==> src/rtl/fm_spi_pkg.sv <==
// Shared constants, FSM state type and status-register helpers for the FM SPI responder.
package fm_spi_pkg;

  localparam logic [7:0] OP_READ      = 8'h03;
  localparam logic [7:0] OP_FAST_READ = 8'h0B;
  localparam logic [7:0] OP_PP        = 8'h02;
  localparam logic [7:0] OP_RDSR      = 8'h05;
  localparam logic [7:0] OP_WREN      = 8'h06;
  localparam logic [7:0] OP_WRDI      = 8'h04;
  localparam logic [7:0] OP_DREAD     = 8'h3B;

  localparam int DUMMY_CYC = 8;
  localparam int STAT_WIP  = 0;
  localparam int STAT_WEL  = 1;

  typedef enum logic [2:0] {
    ST_IDLE,
    ST_CMD,
    ST_ADDR,
    ST_DUMMY,
    ST_RD_DATA,
    ST_WR_DATA,
    ST_STATUS,
    ST_IGNORE
  } state_t;

  function automatic logic [7:0] status_byte(input logic wel, input logic wip);
    logic [7:0] s;
    s           = '0;
    s[STAT_WEL] = wel;
    s[STAT_WIP] = wip;
    return s;
  endfunction

endpackage

==> src/rtl/fm_spi_sync.sv <==
// Synchroniser chain for CS/SCK/DI plus one-CLK edge pulses on SCK and CS.
module fm_spi_sync #(
  parameter int SYNC_STAGES = 2
) (
  input  logic i_clk,
  input  logic i_rst,
  input  logic i_cs,
  input  logic i_sck,
  input  logic i_di,
  output logic o_di,
  output logic o_sck_r,
  output logic o_sck_f,
  output logic o_cs_rise,
  output logic o_cs_fall
);

  // Stages reset to zero so CS looks asserted after reset; a transaction
  // therefore needs a genuine high-then-low on CS before it is recognised.
  genvar gi;
  generate
    for (gi = 0; gi < SYNC_STAGES; gi++) begin : g_stage
      logic [2:0] r_q;
      if (gi == 0) begin : g_first
        always_ff @(posedge i_clk) begin
          if (i_rst) r_q <= '0;
          else       r_q <= {i_cs, i_sck, i_di};
        end
      end else begin : g_next
        always_ff @(posedge i_clk) begin
          if (i_rst) r_q <= '0;
          else       r_q <= g_stage[gi-1].r_q;
        end
      end
    end
  endgenerate

  logic [2:0] w_sync;
  logic       w_cs;
  logic       w_sck;
  logic       r_cs_prev;
  logic       r_sck_prev;

  assign w_sync = g_stage[SYNC_STAGES-1].r_q;
  assign w_cs   = w_sync[2];
  assign w_sck  = w_sync[1];
  assign o_di   = w_sync[0];

  always_ff @(posedge i_clk) begin
    if (i_rst) begin
      r_cs_prev  <= 1'b0;
      r_sck_prev <= 1'b0;
    end else begin
      r_cs_prev  <= w_cs;
      r_sck_prev <= w_sck;
    end
  end

  assign o_sck_r   =  w_sck & ~r_sck_prev;
  assign o_sck_f   = ~w_sck &  r_sck_prev;
  assign o_cs_rise =  w_cs  & ~r_cs_prev;
  assign o_cs_fall = ~w_cs  &  r_cs_prev;

endmodule

==> src/rtl/fm_spi_responder.sv <==
// Oversampled SPI mode-0 memory responder (read/fast read/page program/status/WEL).
// Optional dual-output read (3Bh) is compiled in with `define FM_DUAL_READ_EN.
module fm_spi_responder
  import fm_spi_pkg::*;
#(
  parameter int ADDR_W      = 20,
  parameter int SYNC_STAGES = 2
) (
  input  logic              CLK,
  input  logic              RST,
  input  logic              CS,
  input  logic              SCK,
  input  logic              DI_DQ0,
  output logic              DQ0_O,
  output logic              DQ0_OE,
  output logic              DO_DQ1,
  output logic              DQ1_OE,
  output logic [ADDR_W-1:0] mem_addr,
  output logic              mem_rd,
  input  logic [7:0]        mem_rdata,
  output logic              mem_wr,
  output logic [7:0]        mem_wdata,
  input  logic              mem_busy
);

`ifdef FM_DUAL_READ_EN
  localparam bit DUAL_EN = 1'b1;
`else
  localparam bit DUAL_EN = 1'b0;
`endif

  logic w_di, w_sck_r, w_sck_f, w_cs_rise, w_cs_fall;

  fm_spi_sync #(.SYNC_STAGES(SYNC_STAGES)) u_sync (
    .i_clk     (CLK),
    .i_rst     (RST),
    .i_cs      (CS),
    .i_sck     (SCK),
    .i_di      (DI_DQ0),
    .o_di      (w_di),
    .o_sck_r   (w_sck_r),
    .o_sck_f   (w_sck_f),
    .o_cs_rise (w_cs_rise),
    .o_cs_fall (w_cs_fall)
  );

  state_t            r_state;
  logic [4:0]        r_bit_cnt;
  logic [2:0]        r_out_cnt;
  logic [6:0]        r_sr_in;
  logic [ADDR_W-1:0] r_addr;
  logic [ADDR_W-1:0] r_mem_addr;
  logic [7:0]        r_opcode;
  logic [7:0]        r_sr_out;
  logic [7:0]        r_rd_buf;
  logic [7:0]        r_mem_wdata;
  logic              r_wel, r_wel_set, r_wel_clr;
  logic              r_rd_valid, r_wr_inc, r_dual;
  logic              r_mem_rd, r_mem_wr;
  logic              r_do, r_dq1_oe, r_dq0, r_dq0_oe;

  logic [7:0]        w_byte_in;
  logic [ADDR_W-1:0] w_addr_in;
  logic [7:0]        w_out_src;
  logic [2:0]        w_out_last;
  logic              w_prefetch;

  assign w_byte_in  = {r_sr_in, w_di};
  assign w_addr_in  = {r_addr[ADDR_W-2:0], w_di};
  assign w_out_last = r_dual ? 3'd3 : 3'd7;
  // The next byte is fetched while bit 1 is on the wire, leaving several CLKs before it is needed.
  assign w_prefetch = (r_out_cnt == (r_dual ? 3'd3 : 3'd6));
  assign w_out_src  = (r_out_cnt != 3'd0)     ? r_sr_out :
                      (r_state == ST_STATUS)  ? status_byte(r_wel, mem_busy) : r_rd_buf;

  always_ff @(posedge CLK) begin
    if (RST) begin
      r_state     <= ST_IDLE;
      r_bit_cnt   <= '0;
      r_out_cnt   <= '0;
      r_sr_in     <= '0;
      r_addr      <= '0;
      r_mem_addr  <= '0;
      r_opcode    <= '0;
      r_sr_out    <= '0;
      r_rd_buf    <= '0;
      r_mem_wdata <= '0;
      r_wel       <= 1'b0;
      r_wel_set   <= 1'b0;
      r_wel_clr   <= 1'b0;
      r_rd_valid  <= 1'b0;
      r_wr_inc    <= 1'b0;
      r_dual      <= 1'b0;
      r_mem_rd    <= 1'b0;
      r_mem_wr    <= 1'b0;
      r_do        <= 1'b0;
      r_dq1_oe    <= 1'b0;
      r_dq0       <= 1'b0;
      r_dq0_oe    <= 1'b0;
    end else begin
      r_mem_rd   <= 1'b0;
      r_mem_wr   <= 1'b0;
      r_rd_valid <= r_mem_rd;
      if (r_rd_valid) r_rd_buf <= mem_rdata;
      if (r_wr_inc) begin
        r_mem_addr[7:0] <= r_mem_addr[7:0] + 8'd1;
        r_wr_inc        <= 1'b0;
      end

      // CS rise outranks any SCK edge seen in the same CLK.
      if (w_cs_rise) begin
        r_state    <= ST_IDLE;
        r_bit_cnt  <= '0;
        r_out_cnt  <= '0;
        r_rd_valid <= 1'b0;
        r_wr_inc   <= 1'b0;
        r_dual     <= 1'b0;
        r_do       <= 1'b0;
        r_dq1_oe   <= 1'b0;
        r_dq0      <= 1'b0;
        r_dq0_oe   <= 1'b0;
        if (r_wel_set)      r_wel <= 1'b1;
        else if (r_wel_clr) r_wel <= 1'b0;
        r_wel_set  <= 1'b0;
        r_wel_clr  <= 1'b0;
      end else begin
        case (r_state)
          ST_IDLE: begin
            if (w_cs_fall) begin
              r_state   <= ST_CMD;
              r_bit_cnt <= '0;
              r_out_cnt <= '0;
            end
          end
          ST_CMD: begin
            if (w_sck_r) begin
              r_sr_in   <= w_byte_in[6:0];
              r_bit_cnt <= r_bit_cnt + 5'd1;
              if (r_bit_cnt == 5'd7) begin
                r_bit_cnt <= '0;
                r_opcode  <= w_byte_in;
                case (w_byte_in)
                  OP_WREN: begin
                    r_wel_set <= 1'b1;
                    r_wel_clr <= 1'b0;
                    r_state   <= ST_IGNORE;
                  end
                  OP_WRDI: begin
                    r_wel_clr <= 1'b1;
                    r_wel_set <= 1'b0;
                    r_state   <= ST_IGNORE;
                  end
                  OP_RDSR: begin
                    r_state  <= ST_STATUS;
                    r_dq1_oe <= 1'b1;
                  end
                  OP_READ, OP_FAST_READ: r_state <= ST_ADDR;
                  OP_PP: begin
                    r_state   <= r_wel ? ST_ADDR : ST_IGNORE;
                    r_wel_clr <= r_wel;
                  end
                  OP_DREAD: r_state <= DUAL_EN ? ST_ADDR : ST_IGNORE;
                  default:  r_state <= ST_IGNORE;
                endcase
              end
            end
          end
          ST_ADDR: begin
            if (w_sck_r) begin
              r_addr    <= w_addr_in;
              r_bit_cnt <= r_bit_cnt + 5'd1;
              if (r_bit_cnt == 5'd23) begin
                r_bit_cnt  <= '0;
                r_mem_addr <= w_addr_in;
                if (r_opcode == OP_READ) begin
                  r_state  <= ST_RD_DATA;
                  r_mem_rd <= 1'b1;
                  r_dq1_oe <= 1'b1;
                end else if (r_opcode == OP_PP) begin
                  r_state <= ST_WR_DATA;
                end else begin
                  r_state <= ST_DUMMY;
                end
              end
            end
          end
          ST_DUMMY: begin
            if (w_sck_r) begin
              r_bit_cnt <= r_bit_cnt + 5'd1;
              if (r_bit_cnt == 5'(DUMMY_CYC - 1)) begin
                r_bit_cnt <= '0;
                r_state   <= ST_RD_DATA;
                r_mem_rd  <= 1'b1;
                r_dq1_oe  <= 1'b1;
                r_dual    <= DUAL_EN && (r_opcode == OP_DREAD);
                r_dq0_oe  <= DUAL_EN && (r_opcode == OP_DREAD);
              end
            end
          end
          ST_RD_DATA, ST_STATUS: begin
            if (w_sck_f) begin
              r_do <= w_out_src[7];
              if (r_dual) begin
                r_dq0    <= w_out_src[6];
                r_sr_out <= {w_out_src[5:0], 2'b00};
              end else begin
                r_sr_out <= {w_out_src[6:0], 1'b0};
              end
              r_out_cnt <= (r_out_cnt == w_out_last) ? 3'd0 : r_out_cnt + 3'd1;
              if (r_state == ST_RD_DATA && w_prefetch) begin
                r_mem_addr <= r_mem_addr + 1'b1;
                r_mem_rd   <= 1'b1;
              end
            end
          end
          ST_WR_DATA: begin
            if (w_sck_r) begin
              r_sr_in   <= w_byte_in[6:0];
              r_bit_cnt <= r_bit_cnt + 5'd1;
              if (r_bit_cnt == 5'd7) begin
                r_bit_cnt <= '0;
                r_wr_inc  <= 1'b1;
                if (!mem_busy) begin
                  r_mem_wr    <= 1'b1;
                  r_mem_wdata <= w_byte_in;
                end
              end
            end
          end
          default: ;
        endcase
      end
    end
  end

  assign mem_addr  = r_mem_addr;
  assign mem_rd    = r_mem_rd;
  assign mem_wr    = r_mem_wr;
  assign mem_wdata = r_mem_wdata;
  assign DO_DQ1    = r_do;
  assign DQ1_OE    = r_dq1_oe;
  assign DQ0_O     = DUAL_EN ? r_dq0    : 1'b0;
  assign DQ0_OE    = DUAL_EN ? r_dq0_oe : 1'b0;

endmodule
==> config.mk <==
export PLATFORM = sky130hd
export DESIGN_NAME = fm_spi_responder
export DESIGN_NICKNAME = d
export VERILOG_FILES = /design/src/rtl/fm_spi_pkg.sv /design/src/rtl/fm_spi_sync.sv /design/src/rtl/fm_spi_responder.sv
export SDC_FILE = /design/constraint.sdc
export NUM_CORES = 1
export LEC_CHECK = 0
export CORE_MARGIN = 1
export CORE_UTILIZATION = 58
export DETAILED_ROUTE_END_ITERATION = 10
export GPL_TIMING_DRIVEN = 0
export PLACE_DENSITY = 0.92
export SKIP_CTS_REPAIR_TIMING = 1
export SLEW_MARGIN = 30
export SYNTH_ARGS = -nofsm -noshare
export SYNTH_HDL_FRONTEND = slang
export SYNTH_SLANG_ARGS = --single-unit
==> constraint.sdc <==
create_clock -name CLK -period 2.4 [get_ports CLK]
set_clock_uncertainty 0.2 [all_clocks]
set_input_delay 0.48 -clock CLK [delete_from_list [all_inputs] [get_ports CLK]]
set_output_delay 0.48 -clock CLK [all_outputs]
set_load 0.005 [all_outputs]
# Word level (Yosys, flattened, before mapping)
# Cells that the tools add are included.
# totals
in_bits	14
reg_bits	105
output_inout_bits	34
wordCells	156
# op_classes
eq_ne	30
add_sub_neg	4
n_bitwise	13
muxes	53
n_reduce_logical	32
# ops
op	count
$mux 20	4
$pmux 20 s2	1
$mux 3	13
$eq 8x2->1 const B	4
$mux 8	4
$mux 5	5
$eq 8x3->1 const B	3
$add 20x1->20 const B	1
$mux 1	18
$reduce_and 4->1	4
$eq 3x3->1 const B	5
$pmux 5 s3	1
$ne 2x1->1 const B	6
$ne 2x2->1 const B	6
$pmux 3 s4	1
$reduce_and 3->1	4
$reduce_bool 3->1	4
$not 1->1	9
$pmux 1 s3	3
$pmux 3 s3	1
$reduce_and 9->1	1
$add 8x1->8 const B	1
$eq 8x4->1 const B	1
$reduce_and 8->1	1
other kinds (19)	31

# Depth between registers and ports, before layout
# logic_depth
depth_word	6
mapped_depth	8
ltp_nobuf	7

# By module
# Synthesis repeated with hierarchy kept, for this count alone.
# hier_totals
cells_unflattened	609
area_unflattened_um2	5133.7
# modules_own_cells
module	seq_area_each_um2	n_inst	cells_each	area_per_inst_um2
fm_spi_responder	1941.9	1	589	4898.4
fm_spi_sync	160.2	1	20	235.2

# Worst setup path before layout
# No wires, ideal clock.
# synth_path
kind	register to register
startpoint	register r_mem_addr[1] (netlist: mem_addr[1])
endpoint	register r_mem_addr[18] (netlist: mem_addr[18])
t_arrival_ns	1.801
path_stages_with_launch	8
setup_time_ns	0.132
synth_period_minus_slack_ns	2.133
setup_slack_ns	0.267
cell_sequence	dfxtp_1 ha_1 clkbuf_1 nand4_1 or4_1 o21a_1 o21ai_0 a21oi_1
# synth_between
elab_chain_len	4
# synth_rtl
item	line_no	source
start: declaration	fm_spi_responder.sv:52	logic [ADDR_W-1:0] r_mem_addr;
start signal: assignment	fm_spi_responder.sv:106	r_mem_addr[7:0] <= r_mem_addr[7:0] + 8'd1;
start signal: assignment	fm_spi_responder.sv:174	r_mem_addr <= w_addr_in;
start signal: assignment	fm_spi_responder.sv:211	r_mem_addr <= r_mem_addr + 1'b1;
$add 20x1->20	fm_spi_responder.sv:211	
$mux 20	fm_spi_responder.sv:210	if (r_state == ST_RD_DATA && w_prefetch) begin
$mux 20	fm_spi_responder.sv:201	if (w_sck_f) begin
$pmux 20 s2	fm_spi_responder.sv:127	case (r_state)
# Every way passes these cells. The select of a mux whose other input is x is not followed.
# A chain may end at the register's enable or synchronous reset.

# Worst setup path in the final report
# layout_path
startpoint	register r_bit_cnt[0]
endpoint	register r_mem_addr[13] (netlist: mem_addr[13])
# layout_between
elab_chain_len	3
# layout_rtl
item	line_no	source
start: declaration	fm_spi_responder.sv:48	logic [4:0] r_bit_cnt;
start signal: assignment	fm_spi_responder.sv:138	r_bit_cnt <= r_bit_cnt + 5'd1;
start signal: assignment	fm_spi_responder.sv:171	r_bit_cnt <= r_bit_cnt + 5'd1;
start signal: assignment	fm_spi_responder.sv:189	r_bit_cnt <= r_bit_cnt + 5'd1;
$eq 5x5->1	fm_spi_responder.sv:172	if (r_bit_cnt == 5'd23) begin
$ne 2x2->1 (no source line)	n/a	
$reduce_and 6->1 (no source line)	n/a	
# Every way passes these cells.

==> key figures <==
Synth
  • Flop and latch count out of synthesis: 105
  • Avg Cell Area, Syn: 8.65 µm²
  • Post-synthesis sequential area ratio: 0.399
  • FFs w/ async S/R, synth: 0
  • Post-synth EDFFs: 0
  • Netlist Area Pre-Place: 5270 µm²
  • Yosys warnings: 0
  • Post-synthesis cell count: 609
  • Main synth FF type: dfxtp_1
  • Cell variety after synth: 78

Floorplan
  • Ports: 48
  • Die Wd: 97.3 µm
  • Core area: 8760 µm²
  • Cell row count: 34
  • Die area: 9470 µm²
  • Starting Density: 0.601
  • Die height: 97.3 µm

Timing
  • Max-slew headroom: 0.529
  • Final hold violation count: 0
  • Peak Freq: 433 MHz
  • Fin crit period: 2.31 ns
  • Slew at the pin closest to its max-slew limit: 0.701 ns
  • Final period util: 0.963
  • Hold WS: 0.271 ns
  • Final slew viol count: 0
  • Final TNS setup: 0 ns
  • Endpoints failing setup: 0
  • Unrepaired setup endpoints after global routing: yes

Route
  • Post-DRT Antenna Nets: 0
  • Final WL: 14200 µm
  • Drt initial violations: 585
  • Via count: 5057
  • Vias per cell: 6.49
  • Post-route DRC: 0
  • Wire per inst: 18.2 µm
  • TritonRoute pass-1 iters: 9

Setup path
  • Type of origin of the critical path: flip-flop
  • Worst path required time: 2.50 ns
  • CP cell instances: ha_2, and4b_1, nand3_2, a221oi_2, o21ai_0, a21oi_1
  • Kind of critical path: reg -> reg
  • CP Max Fanout: 7
  • CP max stage delay: 0.61 ns
  • CP max-delay cell: a221oi_2
  • Worst EP arrival: 2.41 ns
  • Critical path endpoint category: flip-flop

Final layout
  • Most common cell after layout, fill and taps aside: dfxtp_1
  • Layout overhead on the synthesized area: 16.0%
  • Ant. Diodes: 0
  • Total Nets Final: 686
  • Layout Cells excl Fill: 779
  • Most frequent cells in the layout: 105 x dfxtp_1, 73 x nand2_1, 64 x nor2_1, 47 x a21oi_1, 45 x clkdlybuf4s50_1
  • Layout cells sized above 1: 0.0879

Global routing
  • GRT Total Usage: 0.297
  • Vias in the first global route: 4862
  • Antenna violations before repair: 0
  • Pin count of the biggest net entering global routing: 20
  • First-pass GRT wire length: 23000 µm
  • Final global-route overflow total: 0

Flow run
  • Max Cap Violations: 0

Clock tree
  • Clock Path Buffers: 2
  • Clk_lat worst skew: 0.37 ns
  • Num CTS Buffers: 9
  • Clock tree sinks: 105
  • Root buffer cell: clkbuf_8
  • H-tree lvl count: 3
  • TritonCTS clock tree: built
  • Clk slew on worst S/H paths: 0.11 ns

Placed design
  • Placer Congestion: 0.945
  • Detail Placement HPWL: 9770 µm
  • Port bufs: 45
  • Placed insts: 763

Run status
  • Status: completed

Min path
  • Tightest Hold Check Type: reg -> reg

Power and ir drop
  • Worst ir drop on vdd: 447 µV
  • Total power per unit cell area: 506 nW/µm²
  • P_leak: 0.00217 µW
  • Final Power: 3100 µW
## path summary, 6_finish.rpt
path	start	to	slack, ns	cells after the start
setup / recovery	r_bit_cnt[0]	mem_addr[13]	0.09	6
hold / removal	r_addr[18]	r_addr[18]	0.27	2
setup reg to reg	r_bit_cnt[0]	mem_addr[13]	0.09	6
hold reg to reg	r_addr[18]	r_addr[18]	0.27	2
## cell usage after synthesis (7+ instances only)
cell type	instances	area [µm²]
dfxtp_1	105	2100
nand2_1	73	274
nor2_1	64	240
a21oi_1	47	235
mux2i_1	41	410
clkbuf_1	28	105
o21ai_0	20	100
nand4_1	15	93.8
nand3_1	14	70.1
nor2b_1	12	75.1
nor3_1	12	60.1
xor2_1	11	96.3
buf_2	9	45.0
a22oi_1	8	60.1
a211oi_1	7	52.6
## critical path, delay by kind of cell (launching register included)
| family | cells | cell delay [ns] |
|---|---|---|
| AND/OR/NAND/NOR | 2 | 0.35 |
| AO/OA/AOI/OAI | 3 | 1.03 |
| flip-flops | 1 | 0.40 |
| adder cells (fa/ha/maj) | 1 | 0.26 |
## logic make-up (layout without fill, tap and decap cells)
family / Yosys count / after routing / synth area share
AOI/OAI and AO/OA: 131 / 131 / 0.165
xor gates and xnor gates: 17 / 17 / 0.0283
adders and majority gates: 6 / 6 / 0.0142
buffers and inverters: 51 / 112 / 0.0470
DFF: 105 / 105 / 0.399
muxes: 42 / 42 / 0.0800
other: 1 / 2 / 0.000712
and+or+nand+nor: 256 / 256 / 0.265
## report_power, final
part           internal [µW]  switching (µW)  leakage [µW]  total (µW)
Combinational           60.0            99.9       0.00121         160
Clock                    510             665      0.000107        1180
Sequential              1750            9.91      0.000847        1760
Total                   2320             775       0.00217        3100
## through the flow
stage,cell area (µm²),utilization,setup WS (ns)
floorplan,5270,-,0.267
global placement,5860,0.668,-0.195
detailed placement,5860,0.668,-0.275
CTS,6070,0.693,-0.128
global route,6110,0.697,-0.0276
finish,6110,0.697,0.0880
## area by class of cell
type	instances	area (µm²)
Clock inverter	6	88.8
Timing Repair Buffer	46	470
Sequential cell	105	2100
Clock buffer	10	128
Tap cell	108	135
Fill cell	654	2650
Multi-Input combinational cell	454	2940
Inverter	6	22.5
Buffer	44	223
## metal layers
| layer | share of wire | global-route usage | vias to the layer above |
|---|---|---|---|
| met1 | 0.39 | 0.363 | 2371 |
| li1 | - | - | 2289 |
| met4 | 0.034 | 0.146 | 0 |
| met5 | 0 | 0 | - |
| met2 | 0.48 | 0.500 | 337 |
| met3 | 0.093 | 0.0604 | 60 |
## registers in the layout, indices dropped and copies added (netlist names), 5 cells and up
signal and count:
r_rd_buf 8, r_addr 19, mem_addr 20, u_sync.g_stage.r_q 6, r_sr_out 7, r_sr_in 7, mem_wdata 8, r_opcode 8
r_bit_cnt 5
No activity file was read; power rests on OpenSTA's default activity.
